## config.mk

```make
export PLATFORM = sky130hd
export DESIGN_NAME = dmem_port_arbiter
export DESIGN_NICKNAME = d
export VERILOG_FILES = /design/src/rtl/dmem_port_arbiter.sv
export SDC_FILE = /design/constraint.sdc
export NUM_CORES = 1
export LEC_CHECK = 0
export ABC_AREA = 1
export ABC_CLOCK_PERIOD_IN_PS = 1900
export CAP_MARGIN = 20
export CORE_AREA = 2 2 115 117
export CTS_CLUSTER_DIAMETER = 50
export CTS_CLUSTER_SIZE = 12
export DETAILED_ROUTE_END_ITERATION = 10
export DIE_AREA = 0 0 117 119
export GPL_TIMING_DRIVEN = 0
export PLACE_DENSITY = 0.64
export SETUP_SLACK_MARGIN = 0.2
export SYNTH_ARGS = -nofsm -noshare
export SYNTH_HDL_FRONTEND = slang
export SYNTH_SLANG_ARGS = --single-unit
```

## constraint.sdc

```tcl
create_clock -name clk -period 1.9 [get_ports clk]
set_input_delay 0.38 -clock clk [delete_from_list [all_inputs] [get_ports clk]]
set_output_delay 0.38 -clock clk [all_outputs]
set_load 0.01 [all_outputs]
```

## src/rtl/dmem_port_arbiter.sv

```systemverilog
// Round-robin arbiter sharing one single-port data memory between the CPU (port 0)
// and the debug loader (port 1). Optional perf counters: define DMEM_ARB_PERF_EN.
module dmem_port_arbiter #(
    parameter int ADDR_W  = 32,
    parameter int DATA_W  = 32,
    parameter int MEM_LAT = 1
) (
    input  logic              clk,
    input  logic              reset,
    input  logic              r0_req,
    input  logic              r0_we,
    input  logic [ADDR_W-1:0] r0_addr,
    input  logic [DATA_W-1:0] r0_wdata,
    output logic              r0_gnt,
    output logic              r0_rvalid,
    output logic [DATA_W-1:0] r0_rdata,
    input  logic              r1_req,
    input  logic              r1_we,
    input  logic [ADDR_W-1:0] r1_addr,
    input  logic [DATA_W-1:0] r1_wdata,
    output logic              r1_gnt,
    output logic              r1_rvalid,
    output logic [DATA_W-1:0] r1_rdata,
    output logic              mem_en,
    output logic              mem_we,
    output logic [ADDR_W-1:0] mem_addr,
    output logic [DATA_W-1:0] mem_wdata,
    input  logic [DATA_W-1:0] mem_rdata
`ifdef DMEM_ARB_PERF_EN
    ,
    output logic [31:0]       perf_gnt0,
    output logic [31:0]       perf_gnt1,
    output logic [31:0]       perf_conflict
`endif
);

    typedef enum logic [0:0] {
        IDLE    = 1'b0,
        RD_WAIT = 1'b1
    } state_t;

    localparam logic [3:0] LAT_INIT = 4'(MEM_LAT - 1);

    generate
        if (MEM_LAT < 1 || MEM_LAT > 15) begin : g_bad_mem_lat
            $error("dmem_port_arbiter: MEM_LAT must be within 1..15");
        end
    endgenerate

    state_t     r_state;
    logic       r_last_gnt;
    logic [3:0] r_lat_cnt;
    logic       r_owner;

    state_t     w_next_state;
    logic       w_next_last_gnt;
    logic [3:0] w_next_lat_cnt;
    logic       w_next_owner;
    logic       w_any_req;
    logic       w_winner;

    assign w_any_req = r0_req | r1_req;
    // On conflict the port that did not win last time goes first; a lone request wins outright.
    assign w_winner  = (r0_req && r1_req) ? ~r_last_gnt : r1_req;

    // NOTE: state registers use non-blocking assignments so every flop samples pre-edge values.
    always_ff @(posedge clk or negedge reset) begin
        if (!reset) begin
            r_state    <= IDLE;
            r_last_gnt <= 1'b1;
            r_lat_cnt  <= 4'd0;
            r_owner    <= 1'b0;
        end else begin
            r_state    <= w_next_state;
            r_last_gnt <= w_next_last_gnt;
            r_lat_cnt  <= w_next_lat_cnt;
            r_owner    <= w_next_owner;
        end
    end

    // NOTE: every output of this block gets a default first, so no path can infer a latch.
    always_comb begin
        w_next_state    = r_state;
        w_next_last_gnt = r_last_gnt;
        w_next_lat_cnt  = r_lat_cnt;
        w_next_owner    = r_owner;
        r0_gnt          = 1'b0;
        r1_gnt          = 1'b0;
        r0_rvalid       = 1'b0;
        r1_rvalid       = 1'b0;
        r0_rdata        = '0;
        r1_rdata        = '0;
        mem_en          = 1'b0;
        mem_we          = 1'b0;
        mem_addr        = '0;
        mem_wdata       = '0;

        unique case (r_state)
            IDLE: begin
                if (w_any_req && reset) begin
                    mem_en          = 1'b1;
                    r0_gnt          = ~w_winner;
                    r1_gnt          = w_winner;
                    mem_we          = w_winner ? r1_we    : r0_we;
                    mem_addr        = w_winner ? r1_addr  : r0_addr;
                    mem_wdata       = w_winner ? r1_wdata : r0_wdata;
                    w_next_last_gnt = w_winner;
                    if (!mem_we) begin
                        w_next_state   = RD_WAIT;
                        w_next_lat_cnt = LAT_INIT;
                        w_next_owner   = w_winner;
                    end
                end
            end
            RD_WAIT: begin
                if (r_lat_cnt == 4'd0) begin
                    r0_rvalid    = ~r_owner;
                    r1_rvalid    = r_owner;
                    r0_rdata     = r_owner ? '0 : mem_rdata;
                    r1_rdata     = r_owner ? mem_rdata : '0;
                    w_next_state = IDLE;
                end else begin
                    w_next_lat_cnt = r_lat_cnt - 4'd1;
                end
            end
            default: w_next_state = IDLE;
        endcase
    end

`ifdef DMEM_ARB_PERF_EN
    logic [31:0] r_perf_gnt0;
    logic [31:0] r_perf_gnt1;
    logic [31:0] r_perf_conflict;

    always_ff @(posedge clk or negedge reset) begin
        if (!reset) begin
            r_perf_gnt0     <= 32'd0;
            r_perf_gnt1     <= 32'd0;
            r_perf_conflict <= 32'd0;
        end else begin
            if (r0_gnt) r_perf_gnt0 <= r_perf_gnt0 + 32'd1;
            if (r1_gnt) r_perf_gnt1 <= r_perf_gnt1 + 32'd1;
            if (r_state == IDLE && r0_req && r1_req)
                r_perf_conflict <= r_perf_conflict + 32'd1;
        end
    end

    assign perf_gnt0     = r_perf_gnt0;
    assign perf_gnt1     = r_perf_gnt1;
    assign perf_conflict = r_perf_conflict;
`endif

endmodule

```

* Word level (Yosys, flattened, before mapping) *
Cells that the tools add are included.
Widths: inputs -> output; s select.

word-level totals
  bits in latches = 0
  register bits after elaboration = 7
  bits in writable memories = 0
  ROM bits = 0
  bits of input ports = 166
  output and inout port bits = 134
  word-level logic and storage cells = 54
  memories = 0

cells by class
  bitwise operators = 6
  eq/ne operators = 3
  divide/modulo/power cells = 0
  shifts and indexed selects = 0
  $mul = 0
  mux-type cells = 34
  reduce and logical (&&, ||, !) cells = 6
  add/sub/neg operators = 1
  order comparisons = 0

operators with widths
  kind                 number
  $mux 32              12
  $mux 1               17
  $mux 4               3
  $pmux 4 s2           1
  $ne 2x2->1 const B   3
  $reduce_and 3->1     2
  $not 1->1            5
  $logic_not 4->1      1
  $sub 4x1->4 const B  1
  $logic_and 1x1->1    2
  $pmux 1 s2           1
  $reduce_and 2->1     1
  $or 1x1->1           1

* Logic depth before layout (Yosys ltp) *
Gate-level depths: netlist (run 1).

  word-level depth = 6
  depth in mapped cells = 9

* Worst setup path after synthesis (run 1) *
Ideal clock, no wire load.

  path kind = reg-to-output
  start point = register r_lat_cnt[0]
  end point = output port r1_rdata[22]
  path buffers = 1
  slack = 182 ps
  stages on the path, launching flop included = 8
  arrival time = 1338 ps
  required time = 1520 ps
  path through = dfrtp_1 inv_1 ha_1 nand3_1 inv_1 nand3_1 buf_2 nor2_1

between the ends
  longest elaborated chain between the ends = 3

ends and longest elaborated chain
  what                      line  source
  start: declaration        52    logic [3:0] r_lat_cnt;
  start signal: assignment  76    r_lat_cnt <= w_next_lat_cnt;
  $logic_not 4->1           116   if (r_lat_cnt == 4'd0) begin
  $mux 32                   116
  $mux 32                   98    unique case (r_state)
  end: declaration          23    output logic [DATA_W-1:0] r1_rdata,

No other way between the ends.

* Final worst setup path (run 1) *
  start point = register r_last_gnt
  end point = output port mem_wdata[7]

between the ends
  longest elaborated chain between the ends = 5

ends and longest elaborated chain
  what                      line  source
  start: declaration        51    logic r_last_gnt;
  start signal: assignment  75    r_last_gnt <= w_next_last_gnt;
  $not 1->1                 64    assign w_winner = (r0_req && r1_req) ? ~r_last_gnt : r1_req;
  $mux 1                    64
  $mux 32                   106   mem_wdata = w_winner ? r1_wdata : r0_wdata;
  $mux 32                   100   if (w_any_req && reset) begin
  $mux 32                   98
  end: declaration          27    output logic [DATA_W-1:0] mem_wdata,

No other way between the ends.

==> impl_metrics.toml, run 1 <==
[drt]
drc_errors = 0
drtIter0Drc = 60
wl_per_cell_um = 14.07
ant_nets = 0
viasPerCell = 3.941
vias = 3582
wl_um = 12790
drt-pass1-iter-count = 5

[sta]
finalHoldViolations = 0
rsz0062_at_grt = "yes"
min_period_ns = 2.174
drv_slew = 0
setup_ws_ns = -0.2741
slew_headroom_pct = 82.63
whs_ns = 0.1456
clock_skew_ns = 0.0009873
setup_viol = 131
fmax_ghz = 0.4600
tightestPinTransition_ns = 0.2599
layout_worst_path_cycle_share_pct = 114.4

[cells_and_area]
finalNetCount = 901
fin_cells = 909
drive_above_1_share_pct = 48.43
fin_area_um2 = 6340
diodes = 0
syn_to_final_growth_pct = 286.5

[logic_synthesis]
ys_warn_count = 0
ys_types = 18
synth_seq_cells = 7
synthCells = 369
synth_area_per_cell_um2 = 4.445
synth_area_um2 = 1640
yosysSeqAreaShare_pct = 10.76
synth_nets = 536

[global_routing]
overflow = 0
grt_pass1_vias = 3273
grt_use_total_pct = 15.42
grt_max_degree = 11
antenna_found_initial = 0
grt_pass1_wl_um = 17050

[clock_network]
htree_num_levels = 1
worstSkewPairLatency_ns = 0.23
numCtsBuffers = 3
clock_tree.root_cell = "clkbuf_16"
path_clk_slew_ns = 0.04
cts_tree = "yes"
cts_buffer_depth = 2
cts.sinks = 7

[place]
placed_cells = 844
placed_area_um2 = 4853
dp_slack_ns = -1.228
hpwl_um = 8607
gp_congestion = 0.8106
portBuffers = 299

[job]
max_cap_violations = 0

[setup_path]
cp_cell_sequence = "nand2_2 > nand2_2 > nor2_2 > nand2_2 > inv_4 > buf_12 > buf_12 > buf_12 > buf_16 > nand2_2 > nand2_1 > buf_2"
required_ns = 1.52
cp_common_cell = "nand2_2"
critPathMaxFanout = 6
critPathMaxStageDelay_ns = 0.53
worst_setup_path_end_kind = "output pin"
slowest_stage = "dfstp_2"
crit_type = "reg -> out"
start_kind = "flip-flop"
arrival_ns = 1.79

[floorplanning]
die_area_um2 = 13920
die_y_um = 119
ioPinCount = 300
core_um2 = 12870
num_rows = 42
start_util_pct = 12.74
fp.dieW_um = 117

[pwr]
power.leakage_nw = 3.278
pwr_density_cell_nw_per_um2 = 717.1
total_power_w = 0.004547
peakVddDrop_uv = 928.2

[outcome]
status = "complete, but fails checks"
violations = "setup timing"

[min_path]
min_path_type = "in -> async"
## state kept, by name, indices dropped and copies added (netlist names)
name / flops
r_lat_cnt: 4
r_last_gnt: 1
r_owner: 1
r_state: 1
## per-stage QoR
| step | utilization [%] | TNS (ns) |
|---|---|---|
| global placement | 37.70 | -98.47 |
| floorplan | - | 0 |
| detailed placement | 37.70 | -99.91 |
| finish | 49.24 | -20.38 |
| CTS | 43.00 | -18.24 |
| global route | 49.24 | -30.84 |
## where the power goes
part | switching, W | leakage, nW | total (W) | internal, W
logic | 0.00176 | 3.15 | 0.00390 | 0.00214
clock network | 0.0000739 | 0.0382 | 0.000353 | 0.000279
registers | 0.0000661 | 0.0866 | 0.000293 | 0.000226
total | 0.00190 | 3.28 | 0.00455 | 0.00265
## worst paths after layout
path / from / slack (ns) / cells past startpoint / endpoint
setup / recovery: r_last_gnt / -0.27 / 12 / mem_wdata[7]
hold / removal: reset / 0.15 / 1 / r_last_gnt
setup reg to reg: r_last_gnt / 0.44 / 8 / r_lat_cnt[3]
hold reg to reg: r_lat_cnt[0] / 0.52 / 2 / r_lat_cnt[0]
max in group asynchronous: reset / 1.15 / 2 / r_state
min in group clk: r_lat_cnt[0] / 0.52 / 2 / r_lat_cnt[0]
## cells in the mapped netlist
cell type	count	area [µm²]
buf_4	1	7.510
dfrtp_1	6	150.1
dfstp_2	1	26.28
inv_2	2	7.510
a21oi_1	1	5.000
nand3_1	9	45.04
buf_6	6	67.56
ha_1	1	12.51
buf_2	13	65.06
or2_2	1	6.260
nor2_1	70	262.8
nand2_2	1	6.260
nand4_1	1	6.260
inv_1	42	157.7
a31oi_1	1	6.260
nand2_1	211	792.0
nor2_4	1	11.26
o21ai_0	1	5.000
## cell type report
type,instances,area (µm²)
Sequential cell,7,177.7
Buffer,20,309.0
Timing Repair Buffer,360,3611
Clock buffer,4,78.83
Tap cell,176,220.2
Fill cell,1260,6535
Multi-Input combinational cell,298,1775
Inverter,44,167.7
## kinds of logic after synthesis
family	share of synthesized area (%)
flip-flops	10.76
buffers and inverters	18.61
adder cells (fa/ha/maj)	0.7627
AND/OR/NAND/NOR	68.88
AO/OA/AOI/OAI	0.9913
## worst max-delay path: cells and delay by family (launching register included)
kind          cells  cell delay [ns]
buf+inv           6             0.69
flops             1             0.53
simple gates      6             0.33
## layout by cell type (no fill, tap or decap), types with 12 or more instances in the layout
master,n
buf_4,14
buf_12,13
clkdlybuf4s50_1,162
buf_8,14
nor2_4,41
inv_1,36
buf_6,80
nand2_4,14
nand2_1,147
buf_2,78
nor2_2,18
nand2_2,51
nor2_1,12
## routing by layer
| layer | track usage, % | wire (µm) | vias to the layer above |
|---|---|---|---|
| li1 | - | - | 1808 |
| met1 | 18.91 | 4983 | 1612 |
| met2 | 28.90 | 6877 | 146 |
| met3 | 2.443 | 788 | 16 |
| met4 | 1.324 | 144 | 0 |
| met5 | 0 | 0 | - |
## timing repair
item                                   4_1_cts  5_1_grt
endpoints found under the hold margin        3        0
setup endpoints to repair                  134      133
setup buffers                               31       10
pin swaps                                   20       17
hold buffers                                 2        0
cloned                                      14        4
resized for setup                          727      148
(Power assumes the default switching activity.)
==> run 2, diff against run 1 <==
--- a/config.mk
+++ b/config.mk
@@ -5,16 +5,16 @@
 export SDC_FILE = /design/constraint.sdc
 export NUM_CORES = 1
 export LEC_CHECK = 0
-export ABC_AREA = 1
+export ABC_AREA = 0
 export ABC_CLOCK_PERIOD_IN_PS = 1900
 export CAP_MARGIN = 20
-export CORE_AREA = 2 2 115 117
+export CORE_AREA = 2 2 116 118
 export CTS_CLUSTER_DIAMETER = 50
 export CTS_CLUSTER_SIZE = 12
 export DETAILED_ROUTE_END_ITERATION = 10
-export DIE_AREA = 0 0 117 119
+export DIE_AREA = 0 0 118 120
 export GPL_TIMING_DRIVEN = 0
-export PLACE_DENSITY = 0.64
+export PLACE_DENSITY = 0.62
 export SETUP_SLACK_MARGIN = 0.2
 export SYNTH_ARGS = -nofsm -noshare
 export SYNTH_HDL_FRONTEND = slang
==> run 2 against run 1 <==
Compared with the run above:
- the flow still finishes with violations (setup timing)
- non-clock buffer count is 12 lower
- design area down 13%
- global-route usage down 0.25 points
- register-to-register slack worse by 0.13 ns
- sequential power barely moved
- synthesized area fell by 4.5%
- clock power grew 3%
- cell count shrank 20%
- utilization is 7.0 points lower
- synthesized cell count down 47%
- maximum frequency fell by 2.3%
==> impl_metrics.toml, run 2 <==
[logic_synthesis]
synth_compound_area_share_pct = 39.94
ys_types = 27
async_reset_ff_share_pct = 100.0
synth_ff_type = "dfrtp_1"
synth_area_per_cell_um2 = 7.952
synth_simple_gate_area_share_pct = 36.50
yosysSeqAreaShare_pct = 11.26
synth_seq_cells = 7
yosys-mux-area-fraction_pct = 0.6390
synth_top_family_by_area = "compound AO/OA/AOI/OAI gates"
synth_top_area_share_pct = 35.78
synthAdderAreaFrac_pct = 0.7987
synth_nets = 364
synth_area_leaders = "a22o_1 (36%), and2_1 (26%), dfrtp_1 (9.6%)"
synth_largest_area_cell = "a22o_1"
synthCells = 197
synth_area_um2 = 1567
synthTopCellsByCount = "a22o_1 (64), and2_1 (64), buf_2 (10)"
synth-edff-count = 0
ys_warn_count = 0
synth_xor_area_share_pct = 0

[clock_network]
clock_tree.root_cell = "clkbuf_16"
cts.sinks = 7
htree_num_levels = 1
cts_buffer_depth = 2
numCtsBuffers = 3
path_clk_slew_ns = 0.04
worstSkewPairLatency_ns = 0.23
cts_tree = "yes"

[floorplanning]
fp.dieW_um = 118
ioPinCount = 300
die_area_um2 = 14160
core_um2 = 12980
num_rows = 42
start_util_pct = 12.07
die_y_um = 120

[sta]
slew_headroom_pct = 70.44
setup_viol = 131
rsz0062_at_grt = "yes"
layout_worst_path_cycle_share_pct = 117.2
tightestPinTransition_ns = 0.4426
whs_ns = 0.1430
setup_ws_ns = -0.3263
drv_slew = 0
fmax_ghz = 0.4492
tns_ns = -26.17
clock_skew_ns = 0.002551
min_period_ns = 2.226
finalHoldViolations = 0

[drt]
viasPerCell = 4.189
wl_per_cell_um = 17.26
vias = 3037
drt-pass1-iter-count = 4
drtIter0Drc = 82
ant_nets = 0
wl_um = 12510
drc_errors = 0

[pwr]
power.leakage_nw = 2.605
internal_power_w = 0.002434
pwr_density_cell_nw_per_um2 = 695.7
peakVddDrop_uv = 821.5
net-switching-power_w = 0.001382
clock_power_share_pct = 9.5
power_switching_share_pct = 36.22
p_comb_share_pct = 82.8
sequentialPowerShare_pct = 7.7

[min_path]
min_path_type = "in -> async"

[cells_and_area]
mostFrequentLayoutCells = "clkdlybuf4s50_1 (162), buf_6 (104), a22o_1 (64)"
layout_commonest_cell = "clkdlybuf4s50_1"
largest_reg_flops = 4
fill_cells = 1313
regMostFlops = "r_lat_cnt"
seqCellArea_um2 = 176.4
finalNetCount = 717
diodes = 0
drive_above_1_share_pct = 51.00
syn_to_final_growth_pct = 250.2
fin_cells = 725
multi_input_area_um2 = 1418

[global_routing]
overflow = 0
grt_use_total_pct = 15.16
grt_max_degree = 11
grt_pass1_wl_um = 17460
grt_pass1_vias = 3045
antenna_found_initial = 0

[outcome]
violations = "setup timing"
status = "complete, but fails checks"

[setup_path]
arrival_ns = 1.85
start_kind = "flip-flop"
worst_setup_path_end_kind = "output pin"
required_ns = 1.52
crit_type = "reg -> out"
critPathMaxFanout = 5

[place]
portBuffers = 299
placed_cells = 672
gp_congestion = 0.7739
dp_slack_ns = -1.235
hpwl_um = 9542

[job]
max_cap_violations = 0
## run 2: cell count changes after synthesis, moves of 8 or more
cell and change:
a22o_1 +64, nand2_1 -205, and2_1 +64, nand3_1 -8, inv_1 -38, nor2_1 -64
## run 2: cell type report
class                      count  share of cell area (%)
timing repair buffer         348                   60.77
multi-input combinational    166                   25.84
buffer                        20                   4.448
tap                          176                   4.015
sequential                     7                   3.216
clock buffer                   4                   1.437
inverter                       4                  0.2737
## run 2: worst paths after layout
path | startpoint | end | slack (ns) | cells past startpoint
max reg2reg | r_last_gnt | r_owner | 0.31 | 5
max | r_lat_cnt[1] | r1_rdata[4] | -0.33 | 9
min in group clk | reset | r_owner | 0.53 | 3
min | reset | r_last_gnt | 0.14 | 1
max in group asynchronous | reset | r_lat_cnt[3] | 1.13 | 2
min reg2reg | r_lat_cnt[0] | r_lat_cnt[0] | 0.53 | 2
## run 2: logic make-up after synthesis
| family | after synthesis |
|---|---|
| compound gates | 74 |
| fa+ha+maj | 1 |
| buf+inv | 24 |
| flops | 7 |
| mux | 1 |
| simple gates | 90 |
## run 2: per-stage QoR
stage / power (W) / cell area, µm² / utilization, %
6_report: 0.003816 / 5485 / 42.26
5_1_grt: 0.004034 / 5485 / 42.26
4_1_cts: 0.003423 / 5029 / 38.74
3_5_place_dp: 0.002781 / 4835 / 37.25
3_3_place_gp: 0.002745 / 4835 / 37.25
2_1_floorplan: 0.001410 / 1622 / -
## run 2: power groups by stage
stage                     clock network (W)  logic [W]  registers, W
after global placement                    0    0.00246      0.000287
final                              0.000363    0.00316      0.000292
after global routing               0.000380    0.00335      0.000302
after CTS                          0.000369    0.00276      0.000291
after floorplan                           0    0.00113      0.000276
after detailed placement                  0    0.00249      0.000291
## run 2: worst max-delay path, cell delays in order (launching register included)
cell	delay, ns
dfrtp_1	0.38
inv_2	0.09
ha_4	0.16
nand2b_4	0.08
nor4b_4	0.31
buf_6	0.17
buf_6	0.10
buf_6	0.11
and2_4	0.13
buf_6	0.09
## run 2: layer usage
| metal | routed length (µm) | global-route usage (%) | up-vias |
|---|---|---|---|
| li1 | - | - | 1432 |
| met1 | 4699 | 17.15 | 1427 |
| met2 | 6763 | 28.13 | 150 |
| met3 | 745 | 3.707 | 28 |
| met4 | 303 | 4.367 | 0 |
| met5 | 0 | 0 | - |
## run 2: what timing repair did
action	CTS	global route
buffers inserted	25	9
pin swaps	48	62
setup endpoints to repair	136	134
gates resized for setup	669	66
hold buffers	2	0
hold endpoints to repair	3	0
cloned	8	5
